$ cat config.mk
export PLATFORM = sky130hd
export DESIGN_NAME = ps2_rx_fifo
export DESIGN_NICKNAME = d
export VERILOG_FILES = /design/src/rtl/ps2_rx_fifo.sv
export SDC_FILE = /design/constraint.sdc
export NUM_CORES = 1
export LEC_CHECK = 0
export CAP_MARGIN = 25
export CORE_ASPECT_RATIO = 0.6
export CORE_MARGIN = 1.5
export CORE_UTILIZATION = 35
export DETAILED_ROUTE_END_ITERATION = 10
export HOLD_SLACK_MARGIN = 0.06
export SLEW_MARGIN = 5
export SYNTH_ARGS = -nofsm -noshare
export SYNTH_HDL_FRONTEND = slang
export SYNTH_SLANG_ARGS = --single-unit
$ cat constraint.sdc
create_clock -name clk -period 2.5 [get_ports clk]
set_input_delay 0.375 -clock clk [delete_from_list [all_inputs] [get_ports clk]]
set_output_delay 0.375 -clock clk [all_outputs]
set_load 0.03 [all_outputs]
$ cat src/rtl/ps2_rx_fifo.sv
// PS/2 device-to-host receiver: synchronises the raw lines, deframes 11-bit frames
// and queues good scan-code bytes in a small FIFO with a ready/nextdata_n pop port.
module ps2_rx_fifo #(
  parameter int          DEPTH_LOG2 = 3,
  parameter logic [15:0] TIMEOUT    = 16'd50000
) (
  input  logic       clk,
  input  logic       reset,
  input  logic       ps2_clk,
  input  logic       ps2_data,
  input  logic       nextdata_n,
  output logic [7:0] data,
  output logic       ready,
  output logic       overflow,
  output logic       frame_err
);

  localparam int DEPTH = 1 << DEPTH_LOG2;

  logic                  c_s1, c_s2, c_hist, d_s1, d_s2;
  logic [9:0]            sr;
  logic [3:0]            count;
  logic [15:0]           idle;
  logic [7:0]            mem [DEPTH];
  logic [DEPTH_LOG2:0]   wptr, rptr;

  logic        fall, last, frame_ok, push, pop, empty, full, push_ok;
  logic [10:0] frame;

  always_ff @(posedge clk) begin
    if (reset) begin
      c_s1   <= 1'b1;
      c_s2   <= 1'b1;
      c_hist <= 1'b1;
      d_s1   <= 1'b1;
      d_s2   <= 1'b1;
    end else begin
      c_s1   <= ps2_clk;
      c_s2   <= c_s1;
      c_hist <= c_s2;
      d_s1   <= ps2_data;
      d_s2   <= d_s1;
    end
  end

  // frame[0] is the start bit, frame[10] the stop bit once the 11th sample arrives
  always_comb begin
    fall     = c_hist & ~c_s2;
    frame    = {d_s2, sr};
    last     = fall && (count == 4'd10);
    frame_ok = ~frame[0] & frame[10] & (^frame[9:1]);
    push     = last & frame_ok;
  end

  always_ff @(posedge clk) begin
    if (reset) begin
      sr        <= '0;
      count     <= '0;
      idle      <= '0;
      frame_err <= 1'b0;
    end else begin
      frame_err <= 1'b0;
      if (fall) begin
        idle <= '0;
        sr   <= frame[10:1];
        if (count == 4'd0 && d_s2) begin
          count <= '0;
        end else if (last) begin
          count     <= '0;
          frame_err <= ~frame_ok;
        end else begin
          count <= count + 4'd1;
        end
      end else if (count != 4'd0) begin
        // a stalled device mid-frame must not wedge the deframer
        if (idle == TIMEOUT - 16'd1) begin
          count     <= '0;
          idle      <= '0;
          frame_err <= 1'b1;
        end else begin
          idle <= idle + 16'd1;
        end
      end else begin
        idle <= '0;
      end
    end
  end

  always_comb begin
    empty   = (wptr == rptr);
    full    = (wptr[DEPTH_LOG2-1:0] == rptr[DEPTH_LOG2-1:0]) &&
              (wptr[DEPTH_LOG2] != rptr[DEPTH_LOG2]);
    pop     = ~empty & ~nextdata_n;
    push_ok = push & (~full | pop);
    ready   = ~empty;
    data    = empty ? 8'h00 : mem[rptr[DEPTH_LOG2-1:0]];
  end

  always_ff @(posedge clk) begin
    if (!reset && push_ok) mem[wptr[DEPTH_LOG2-1:0]] <= frame[8:1];
  end

  // overflow is sticky until the consumer next makes room
  always_ff @(posedge clk) begin
    if (reset) begin
      wptr     <= '0;
      rptr     <= '0;
      overflow <= 1'b0;
    end else begin
      if (push_ok) wptr <= wptr + 1'b1;
      if (pop)     rptr <= rptr + 1'b1;
      if (pop)                        overflow <= 1'b0;
      else if (push && full && !pop)  overflow <= 1'b1;
    end
  end

endmodule

==> impl_results.md <==
* Status: finished, final reports clean
* Syn Nets at 373
* Wl on met1 at between 4 and 5 mm
* WP data required at about 2100 ps
* DR WL met2 at 3.82 mm
* Hold_ws at 413 ps
* Critical Path Fanout Max at 16
* First-pass GRT wire length at 15.1 mm
* Warnings from Yosys at 0
* # setup viols final at 0
* Primary FF master, synth: edfxtp_1
* RD Place Congestion at 0.762
* Clock Sinks at 112
* Vias at 2810
* I/O Pins at 16
* Final Hold Fails at 0
* Leading area contributor after synthesis: edfxtp_1
* LEAKAGE at 1.91 nW
* Row Count at 32
* CTS tree: built
* Syn Std Cell Area at 4660 um^2
* Worst EP arrival at 1970 ps
* CTS Buf Count at 9
* Top-area cell type share of the netlist area at 41.2%
* Most frequent cells after synthesis: edfxtp_1, dfxtp_1, nor2_1, nand2_1
* Htree depth at 3
* Vias in the first global route at around 2800
* Post-synthesis cell count at 362
* Starting DRC count in detailed routing at 258
* Core ar. at 12900 um^2
* Worst-Margin Slew at 602 ps
* Top layer in use: met4
* Diode count at 0
* Routed wire length at roughly 8.9 mm
* Total negative slack at 0 ps
* Clk Latency, worst-skew pair at 340 ps
* Pwr dens at 637 nW/um^2
* Initial antenna violation count at 0
* EDFF count, synth at 64
* Crit share post-route at 93.8%
* Drt wl/cell at 15.6 um
* Tot GR Track Use at 14.0%
* Worst IR Drop VDD at 0.410 mV
* Seq. cell area at 2880 um^2
* Min-delay worst type: reg2reg
* Share of layout cells above drive strength 1 at between 10% and 20%
* Grt total ovfl at 0
* Sequential share of the synthesized area at around three fifths
* Post-detail-place hpwl at 6.05 mm
* RSZ-0062 raised after global routing: no
* Nets at 407
* Starting density of the core at 36.0%
* Die Area at 14000 um^2
* Die Wd at around 150 um
* Fmax at 0.426 GHz
* Multi-input combinational cell area at 1700 um^2
* Number of port buffers at 15
* Clock-pin slew on the worst setup and hold paths at 80 ps
* Layout Utilization at 42.3%
* Final min period at between 2000 and 2500 ps
* DR vias/cell at slightly below 5
* Area delta synth->final at 17.4%
* Routed Antenna Nets at 0
* Longest Clk Path Bufs at 2
* Syn Area/Cell at 12.9 um^2
* Largest net degree at the start of global routing at 31
* Final slew viol count at 0
* Count leader, synth: edfxtp_1
* Distinct cells, synth at 42
* Drt pass-1 iters at 5
* CTS Root Buffer Type: clkbuf_16
* Final worst clock skew at 9.02 ps
* Synth area leaders: edfxtp_1, dfxtp_1, mux4_2
* Total chip power at 0.00348 W
* Die Span Y at 92.4 um
* Drc violations at 0
* Setup repair bufs after CTS at 0
* Ys async rst share at 0%
* Worst setup SP type: register
* Seq cells post-synth at 112
* DR WL met3 at between 700 and 800 um
* Max-Cap Viols at 0
* CP Class: reg2out
* CP endpoint kind: output port
* Worst rel slew slack at 59.5%
* Fill count at 1198
## power by group
part	switching (W)	internal (W)	total [W]
clock network	0.000698	0.000809	0.00151
logic	0.0000258	0.0000187	0.0000445
registers	0.00000305	0.00193	0.00193
## worst paths after layout
kind                                       startpoint             endpoint  slack [ps]  cells past startpoint
worst max-delay path                         register              data[2]         150                      5
worst min-delay path                  c_s1$_SDFF_PP1_      c_s2$_SDFF_PP1_         410                      1
worst max register to register  count[0]$_SDFFE_PP0P_  mem[4][3]$_DFFE_PP_         240                      8
worst min register to register        c_s1$_SDFF_PP1_      c_s2$_SDFF_PP1_         410                      1
## registers in the layout, indices dropped and copies added (netlist names), named ones only
name	count
rptr	4
overflow	1
frame_err	1
d_s2	1
idle	16
c_hist	1
c_s1	1
mem	64
count	4
c_s2	1
d_s1	1
wptr	4
sr	10
## layer usage
metal,vias to the layer above,track usage [%]
li1,1382,-
met1,1361,20.3
met2,63,20.7
met3,4,3.56
met4,0,3.88
met5,-,0
## stage by stage
stage	cells	area [um^2]	setup slack, ps
3_5_place_dp	555	5150	230
2_1_floorplan	362	4660	39.7
5_1_grt	571	5470	7.03
6_report	571	5470	154
4_1_cts	571	5460	12.1
3_3_place_gp	555	5150	268
## cells in the final DEF, fill, tap and decap left out, drive strengths merged, types with 2 or more instances in the layout
master and instances:
mux4 16, dlygate4sd2 8, o21ai 2, and2 2
xor2 14, mux2i 9, nand3b 3, nand2 31
mux2 3, and3 5, ha 6, buf 23
o31ai 5, nand4 9, or2 8, dfxtp 48
nor3 6, clkdlybuf4s50 6, a21oi 16, o2111ai 2
nand2b 5, inv 11, nor2 45, clkbuf 9
nor4 5, edfxtp 64, nor3b 2, nor2b 3
xnor2 13, a31oi 2, nand3 6
## final cells by class
cell class              count  area share [%]
clock inverters             7            1.65
multi-input cells         229            31.2
well taps                 170            3.89
clock buffers               9            4.12
repair buffers             38            6.06
flip-flops and latches    112            52.7
inverters                   6           0.412
## critical path, stage by stage, from the launching register on
cell and delay, ps:
dfxtp_1 360, buf_12 190, mux4_2 500, mux2i_1 160, nor2_1 60, dlygate4sd2_1 350
## timing repair
action                                  in CTS  in global routing
resized for setup                            9                  3
endpoints found under the setup margin       9                  4
pin swaps                                    0                  1
hold buffers                                 0                  0
## kinds of logic (layout without fill, tap and decap cells)
family / Yosys count / count (layout) / share of synthesized area [%]
buffers and inverters: 21 / 60 / 1.83
DFF: 112 / 112 / 61.9
xor gates and xnor gates: 29 / 29 / 6.12
AOI/OAI and AO/OA: 29 / 29 / 3.71
muxes: 28 / 28 / 10.4
and+or+nand+nor: 137 / 137 / 14.5
adders and majority gates: 6 / 6 / 1.61
No activity file was read; power rests on OpenSTA's default activity.
